<file path="config.mk">
export PLATFORM = sky130hd
export DESIGN_NAME = regfile_wb_arbiter
export DESIGN_NICKNAME = d
export VERILOG_FILES = /design/src/rtl/rf_pkg.sv /design/src/rtl/rf_scoreboard.sv /design/src/rtl/regfile_wb_arbiter.sv
export SDC_FILE = /design/constraint.sdc
export NUM_CORES = 1
export LEC_CHECK = 0
export BUFFER_PORTS_ARGS = -buffer_cell sky130_fd_sc_hd__buf_2
export CAP_MARGIN = 20
export CORE_UTILIZATION = 30
export DETAILED_ROUTE_END_ITERATION = 6
export PLACE_DENSITY = 0.68
export SLEW_MARGIN = 15
export SYNTH_ARGS = -nofsm -noshare
export SYNTH_HDL_FRONTEND = slang
export SYNTH_HIERARCHICAL = 1
export SYNTH_SLANG_ARGS = --single-unit
</file>
<file path="constraint.sdc">
create_clock -name clk -period 6.2 [get_ports clk]
set_input_delay 0.62 -clock clk [delete_from_list [all_inputs] [get_ports clk]]
set_output_delay 0.62 -clock clk [all_outputs]
set_load 0.02 [all_outputs]
</file>
<file path="src/rtl/rf_pkg.sv">
// Shared types for the register-file writeback path.
// Fixed widths and the write-request/grant encodings used by the arbiter.
package rf_pkg;

    localparam int XLEN       = 64;
    localparam int REG_ADDR_W = 5;
    localparam int NUM_REGS   = 32;

    typedef struct packed {
        logic                  valid;
        logic [REG_ADDR_W-1:0] rd;
        logic [XLEN-1:0]       data;
    } wb_req_t;

    typedef enum logic [1:0] {
        GNT_NONE,
        GNT_P,
        GNT_M
    } grant_e;

endpackage

</file>
<file path="src/rtl/rf_scoreboard.sv">
// Purpose: busy bit per register for results still owed by the multi-cycle unit.
// Latency: set/clear visible the cycle after the edge; all read ports are combinational.
// Backpressure: none; the caller gates set_en with the issue-check port.
module rf_scoreboard
    import rf_pkg::*;
(
    input  logic                  clk,
    input  logic                  reset,
    input  logic                  set_en,
    input  logic [REG_ADDR_W-1:0] set_rd,
    input  logic                  clr_en,
    input  logic [REG_ADDR_W-1:0] clr_rd,
    input  logic [REG_ADDR_W-1:0] rs1,
    input  logic [REG_ADDR_W-1:0] rs2,
    input  logic [REG_ADDR_W-1:0] rd,
    input  logic [REG_ADDR_W-1:0] chk_rd,
    output logic                  hazard,
    output logic                  chk_busy
);

    logic [NUM_REGS-1:0] busy;
    logic [NUM_REGS-1:0] set_mask;
    logic [NUM_REGS-1:0] clr_mask;

    always_comb begin
        set_mask = '0;
        clr_mask = '0;
        if (set_en) set_mask[set_rd] = 1'b1;
        if (clr_en) clr_mask[clr_rd] = 1'b1;
    end

    // x0 never holds a pending result, so its bit is masked on every update.
    always_ff @(posedge clk or negedge reset) begin
        if (!reset) begin
            busy <= '0;
        end else begin
            busy <= (busy | set_mask) & ~clr_mask & {{(NUM_REGS-1){1'b1}}, 1'b0};
        end
    end

    assign hazard   = busy[rs1] | busy[rs2] | busy[rd];
    assign chk_busy = busy[chk_rd];

endmodule

</file>
<file path="src/rtl/regfile_wb_arbiter.sv">
// Purpose: shares the register-file write port between pipeline writeback and the mul/div unit.
// Latency: zero-cycle grant; scoreboard and starvation counter update on the write edge.
// Backpressure: m_ready low while the pipeline wins; p_stall only when a starved result is forced.
module regfile_wb_arbiter
    import rf_pkg::*;
#(
    parameter int XLEN         = rf_pkg::XLEN,
    parameter int STARVE_LIMIT = 4
) (
    input  logic                  clk,
    input  logic                  reset,
    input  logic                  p_valid,
    input  logic [REG_ADDR_W-1:0] p_rd,
    input  logic [XLEN-1:0]       p_data,
    output logic                  p_stall,
    input  logic                  m_valid,
    input  logic [REG_ADDR_W-1:0] m_rd,
    input  logic [XLEN-1:0]       m_data,
    output logic                  m_ready,
    input  logic                  iss_valid,
    input  logic [REG_ADDR_W-1:0] iss_rd,
    output logic                  iss_ready,
    input  logic [REG_ADDR_W-1:0] dec_rs1,
    input  logic [REG_ADDR_W-1:0] dec_rs2,
    input  logic [REG_ADDR_W-1:0] dec_rd,
    output logic                  hazard,
    output logic                  rf_we,
    output logic [REG_ADDR_W-1:0] rf_rd,
    output logic [XLEN-1:0]       rf_wdata
);

    localparam int CNT_W = $clog2(STARVE_LIMIT + 1);
    localparam logic [CNT_W-1:0] CNT_MAX = CNT_W'(STARVE_LIMIT);

    logic [CNT_W-1:0] wait_cnt;
    logic             force_m;
    logic             m_hs;
    logic             iss_busy;
    logic             sb_set;
    grant_e           grant;
    wb_req_t          p_req;
    wb_req_t          m_req;
    wb_req_t          wr_req;

    assign p_req = '{valid: p_valid, rd: p_rd, data: p_data};
    assign m_req = '{valid: m_valid, rd: m_rd, data: m_data};

    assign force_m = m_valid && (wait_cnt == CNT_MAX);

    always_comb begin
        grant = GNT_NONE;
        if (p_req.valid && !force_m) begin
            grant = GNT_P;
        end else if (m_req.valid) begin
            grant = GNT_M;
        end
    end

    always_comb begin
        case (grant)
            GNT_P:   wr_req = p_req;
            GNT_M:   wr_req = m_req;
            default: wr_req = '0;
        endcase
    end

    assign m_ready  = (grant == GNT_M);
    assign p_stall  = force_m && p_valid;
    assign m_hs     = m_valid && m_ready;
    assign rf_we    = wr_req.valid && (wr_req.rd != '0);
    assign rf_rd    = wr_req.rd;
    assign rf_wdata = wr_req.data;

    // Counts only cycles the waiting result loses to the pipeline.
    always_ff @(posedge clk or negedge reset) begin
        if (!reset) begin
            wait_cnt <= '0;
        end else if (!m_valid || m_hs) begin
            wait_cnt <= '0;
        end else if (wait_cnt != CNT_MAX) begin
            wait_cnt <= wait_cnt + 1'b1;
        end
    end

    assign iss_ready = !iss_busy;
    assign sb_set    = iss_valid && iss_ready && (iss_rd != '0);

    rf_scoreboard u_scoreboard (
        .clk      (clk),
        .reset    (reset),
        .set_en   (sb_set),
        .set_rd   (iss_rd),
        .clr_en   (m_hs),
        .clr_rd   (m_rd),
        .rs1      (dec_rs1),
        .rs2      (dec_rs2),
        .rd       (dec_rd),
        .chk_rd   (iss_rd),
        .hazard   (hazard),
        .chk_busy (iss_busy)
    );

endmodule

</file>
Yosys cells after proc, flatten, opt, wreduce, memory -nomap -nowiden --
Index checks and enable logic that the tools add are counted.
Word-level totals: register bits after elaboration 34, output and inout bits 74, bits of input ports 163
Operators by class: magnitude comparators 7, bitwise operators 5, equal/unequal tests 4, $add $sub $neg 1, reduce and logical (&&, ||, !) cells 16, multiplexer cells 19
Operators by type and width (number):
- 70-bit one-hot mux with 2 select lines | 1
- 32-bit 2-to-1 mux | 2
- 32-bit AND | 1
- 32-bit inverter | 1
- 32-bit bitwise OR | 1
- 5-bit by 6-bit less-than comparator with 1-bit output, second input constant | 5
- 1-bit binary-select mux with 5-bit select | 4
- 1-bit demux with 5-bit select | 2
- 5-bit by 1-bit >= comparator with 1-bit output, second input constant | 2
- 5-bit nonzero test | 2
- 1-bit logical AND | 9
- 1-bit 2-to-1 mux | 6
- 3-bit 2-to-1 mux | 2
- 2-bit 2-to-1 mux | 2
- 3-bit by 1-bit adder with 3-bit output, second input constant | 1
- 3-bit == test, second input constant | 1
- 1-bit zero test | 3
- 3-bit != test, second input constant | 1
- 2-bit by 1-bit == test with 1-bit output, second input constant | 1
- 2-bit == test, second input constant | 1
- 1-bit bitwise OR | 2
- 2-bit nonzero test | 1
- 1-bit logical OR | 1

Longest topological paths before layout --
word-level depth 10, mapped depth 12

Hierarchy --
The synthesis kept the hierarchy.
Modules (own cells, without submodules):
- rf_scoreboard | sequential area each 775.7 µm², instances 1, cells an instance 222, area each 2376.0 µm²
- regfile_wb_arbiter | sequential area each 75.1 µm², instances 1, cells an instance 264, area each 1520.2 µm²

Least setup slack after synthesis --
OpenSTA, ideal clock, no wires.
kind input -> register, start input port iss_rd[0], end register u_scoreboard.busy[16], path slack 2958 ps, cell stages on the path 9, setup time 78 ps, arrival time 3164 ps, data required time 6122 ps, cell sequence buf_2 mux4_2 mux4_2 mux2_2 inv_1 o311a_1 nor3b_1 a21oi_1 a21oi_1
Between the ends: cells in the longest elaborated chain, start to end 8
Ends and longest elaborated chain:
- from (decl) | RTL line regfile_wb_arbiter.sv:21 | input logic [REG_ADDR_W-1:0] iss_rd,
- 1-bit binary-select mux with 5-bit select | RTL line rf_scoreboard.sv:42 | assign chk_busy = busy[chk_rd];
- 1-bit 2-to-1 mux (implied by the code) | RTL line rf_scoreboard.sv:42
- named net iss_busy | RTL line regfile_wb_arbiter.sv:38 | logic iss_busy;
- 1-bit zero test | RTL line regfile_wb_arbiter.sv:85 | assign iss_ready = !iss_busy;
- named net iss_ready | RTL line regfile_wb_arbiter.sv:22 | output logic iss_ready,
- 1-bit logical AND (2 in a row) | RTL line regfile_wb_arbiter.sv:86 | assign sb_set = iss_valid && iss_ready && (iss_rd != '0);
- named net sb_set | RTL line regfile_wb_arbiter.sv:39 | logic sb_set;
- 32-bit 2-to-1 mux | RTL line rf_scoreboard.sv:28 | if (set_en) set_mask[set_rd] = 1'b1;
- 32-bit bitwise OR | RTL line rf_scoreboard.sv:37 | busy <= (busy | set_mask) & ~clr_mask & {{(NUM_REGS-1){1'b1}}, 1'b0};
- 32-bit AND | RTL line rf_scoreboard.sv:37
- to (signal assigned) | RTL line rf_scoreboard.sv:37
- to (decl) | RTL line rf_scoreboard.sv:21 | logic [NUM_REGS-1:0] busy;
The timed path passes the listed nets, and every way through them passes these cells. The select of a mux whose other input is x is not followed. A chain may end at the register's enable or synchronous reset.

Worst setup path after layout --
start register wait_cnt[0], end output port rf_wdata[51]
Between the ends: cells in the longest elaborated chain, start to end 7
Ends and longest elaborated chain:
- from (decl) | RTL line regfile_wb_arbiter.sv:35 | logic [CNT_W-1:0] wait_cnt;
- from (signal assigned) | RTL line regfile_wb_arbiter.sv:81 | wait_cnt <= wait_cnt + 1'b1;
- 3-bit == test (*) | RTL line regfile_wb_arbiter.sv:48 | assign force_m = m_valid && (wait_cnt == CNT_MAX);
- 1-bit logical AND (*) | RTL line regfile_wb_arbiter.sv:48
- 1-bit zero test (*) | RTL line regfile_wb_arbiter.sv:52 | if (p_req.valid && !force_m) begin
- 1-bit logical AND (*) | RTL line regfile_wb_arbiter.sv:52
- 2-bit 2-to-1 mux (*) | RTL line regfile_wb_arbiter.sv:52
- 2-bit == test / 2-bit by 1-bit == test with 1-bit output (equally long branches) | RTL line regfile_wb_arbiter.sv:60 | case (grant)
- 70-bit one-hot mux with 2 select lines (*) | RTL line regfile_wb_arbiter.sv:60
- to (decl) | RTL line regfile_wb_arbiter.sv:29 | output logic [XLEN-1:0] rf_wdata
Mark *: on every way between the ends. The rest lies on a longest branch, timed or not.

==> results.toml <==
[drt]
drc = 0
drt-initial-drc-count = 337
wl_mm = 14.9
dr.pass1.iters = 5
wl_per_cell_um = 17.3
ant_nets = 0
vias = 4623
via_per_inst = 5.37

[clocking]
clk_path_buf_depth = 2
cts_tree = "yes"
htreeDepth = 2
postCtsSetupBuffers = 0
cts_root_buf = "clkbuf_16"
path_clk_slew_ns = 0.05
cts_hold_buffers = 0
post_cts_resized = 0
clk_latency_ns = 0.28
cts.sinks = 34
cts_buffers = 5

[pwr]
finalPower_mw = 1.13
powerDensity_nw_per_um2 = 216
vdd.ir_drop.worst_mv = 0.0899
p_leak_nw = 2.55

[timing]
finalCriticalPeriod_ns = 3.84
layout_setup_ws_ns = 2.36
hold_viol_final = 0
drv_slew = 0
max_freq_ghz = 0.260
relSlewSlack_pct = 32.8
finalCritPeriodShare_pct = 62.0
setup_viol = 0
worst_pin_slew_ns = 1.01
grt_setup_unrepaired = "false"
skew_ns = 0.00479
holdWs_ns = 0.403
setup_tns_ns = 0

[cells_and_area]
area.growth.synth_to_final_pct = 34.7
utilization_pct = 41.6
multiInputGateArea_um2 = 2800
regArea_um2 = 851
final_area_um2 = 5250
finalNonFillerCells = 861
layout_common_cells = "buf_2, nand2_1, nand3_1"
antennaDiodeCount = 0
fill_cells = 1361
final_nets = 853
final_layout_size_suffix_gt1_share_pct = 47.5
final_common_cell = "buf_2"

[outcome]
status = "finished clean"

[floorplanning]
dieArea_um2 = 13400
core_um2 = 12600
pin_count = 237
rows = 41
fp.dieH_um = 116
start_util_pct = 30.9
die_w_um = 116

[worst_setup_path]
critPathLaunchType = "flip-flop"
end_kind = "output pin"
path_cells = "inv_1 > ha_1 > nand3_2 > buf_4 > and2_4 > buf_4 > o21ai_1 > buf_2"
reg2reg_depth = 8
cp.required_ns = 5.58
cp_max_fo = 72
crit_start = "wait_cnt[0]"
cp_num_cells = 8
path_common_cell = "buf_4"
r2r-start = "u_scoreboard/busy[26]"
critPathKind = "flip-flop to output pin"
arrival_ns = 3.22
max_stage_delay_ns = 0.72
path_buf_inv = 4
critPathSlowestCell = "and2_4"
path_delay_family = "buffers and inverters"

[grt]
grt_pass1_wl_mm = 22.9
grt_pass1_vias = 4275
overflow = 0
grt_start_max_net_pins = 74
track_usage_pct = 21.8
antenna_found_initial = 1

[worst_hold_path]
hp-class = "primary input to asynchronous set/reset pin"

[synth]
syn_area_um2 = 3900
synth_edf_count = 0
seq_area_frac_synth_pct = 21.8
synth_cell_type_count = 41
syn_area_per_cell_um2 = 8.02
synthFlopType = "dfrtp_1"
ys_async_sr_fraction_pct = 100
yosys_warnings = 6
synth_cells = 486
syn_nets = 651
synth_seq_cells = 34

[run]
drv_cap = 0

[place]
dp_hpwl_mm = 11.7
port_buffers = 236
postPlaceCellArea_um2 = 5100
gp_congestion = 0.867
dp_slack_ns = 2.55
dp.cells = 853
==> synth_stat cells (all sizes together) (2+ instances only) <==
library cell,number,area share (%)
nand2,77,7.4
nand3,74,9.6
o21ai,71,14
a21oi,64,8.2
dfrtp,34,22
clkbuf,29,2.8
mux4,26,15
buf,16,2.9
mux2i,12,3.1
nor2,10,0.96
nor3b,10,1.9
and3,7,1.1
and3b,7,1.6
nand3b,6,1.2
nor2b,6,0.96
inv,5,0.48
mux2,4,1.2
nor3,4,0.51
or4,3,0.58
a41oi,2,0.45
ha,2,0.64
o2111ai,2,0.45
o311a,2,0.51
==> state kept, by name, indices dropped and copies added, names as in the netlist <==
signal             flops
wait_cnt               3
u_scoreboard/busy     31
==> worst reg2reg max path, cell delays in order, from the launching register on <==
cell     delay, ns
dfrtp_1       0.46
mux4_2        0.48
mux4_2        0.46
mux2_2        0.27
inv_1         0.06
o311a_1       0.19
nor3b_1       0.79
a21oi_1       0.17
a21oi_1       0.14
==> routing by layer <==
| metal | global-route usage [%] | vias up | routed length (um) | part of all wire (%) |
|---|---|---|---|---|
| met5 | 0 | - | 10 | 0.067 |
| met4 | 6.50 | 2 | 306 | 2.1 |
| met3 | 3.97 | 20 | 1010 | 6.8 |
| met2 | 38.6 | 196 | 7540 | 51 |
| met1 | 26.8 | 2182 | 6030 | 40 |
| li1 | - | 2223 | - | - |
==> layout make-up <==
| class | instances | area share, % |
|---|---|---|
| sequential | 34 | 16.2 |
| multi-input combinational | 402 | 53.4 |
| clock buffer | 7 | 2.72 |
| timing repair buffer | 240 | 23.1 |
| clock inverter | 1 | 0.0954 |
| tap | 172 | 4.10 |
| inverter | 5 | 0.358 |
==> worst paths after layout <==
kind                            slack (ns)               endpoint
worst max-delay path                  2.36           rf_wdata[51]
worst min-delay path                  0.40   u_scoreboard/busy[1]
worst max register to register        3.10  u_scoreboard/busy[16]
worst min register to register        0.59            wait_cnt[0]
max in group asynchronous             5.32  u_scoreboard/busy[30]
min in group clk                      0.59            wait_cnt[0]
==> logic make-up (layout without fill, tap and decap cells) <==
family | after synthesis | after routing | synth area share [%]
AO/OA/AOI/OAI | 147 | 147 | 24.7
XOR/XNOR | 1 | 1 | 0.225
buffers and inverters | 50 | 253 | 6.20
flip-flops | 34 | 34 | 21.8
multiplexers | 42 | 42 | 19.3
AND/OR/NAND/NOR | 210 | 210 | 27.1
adder cells (fa/ha/maj) | 2 | 2 | 0.642
==> power breakdown <==
group	internal [mW]	total (mW)	switching (mW)
clock network	0.159	0.243	0.0840
logic	0.249	0.502	0.253
registers	0.286	0.389	0.103
total	0.694	1.13	0.440
No activity file was read; power rests on OpenSTA's default activity.
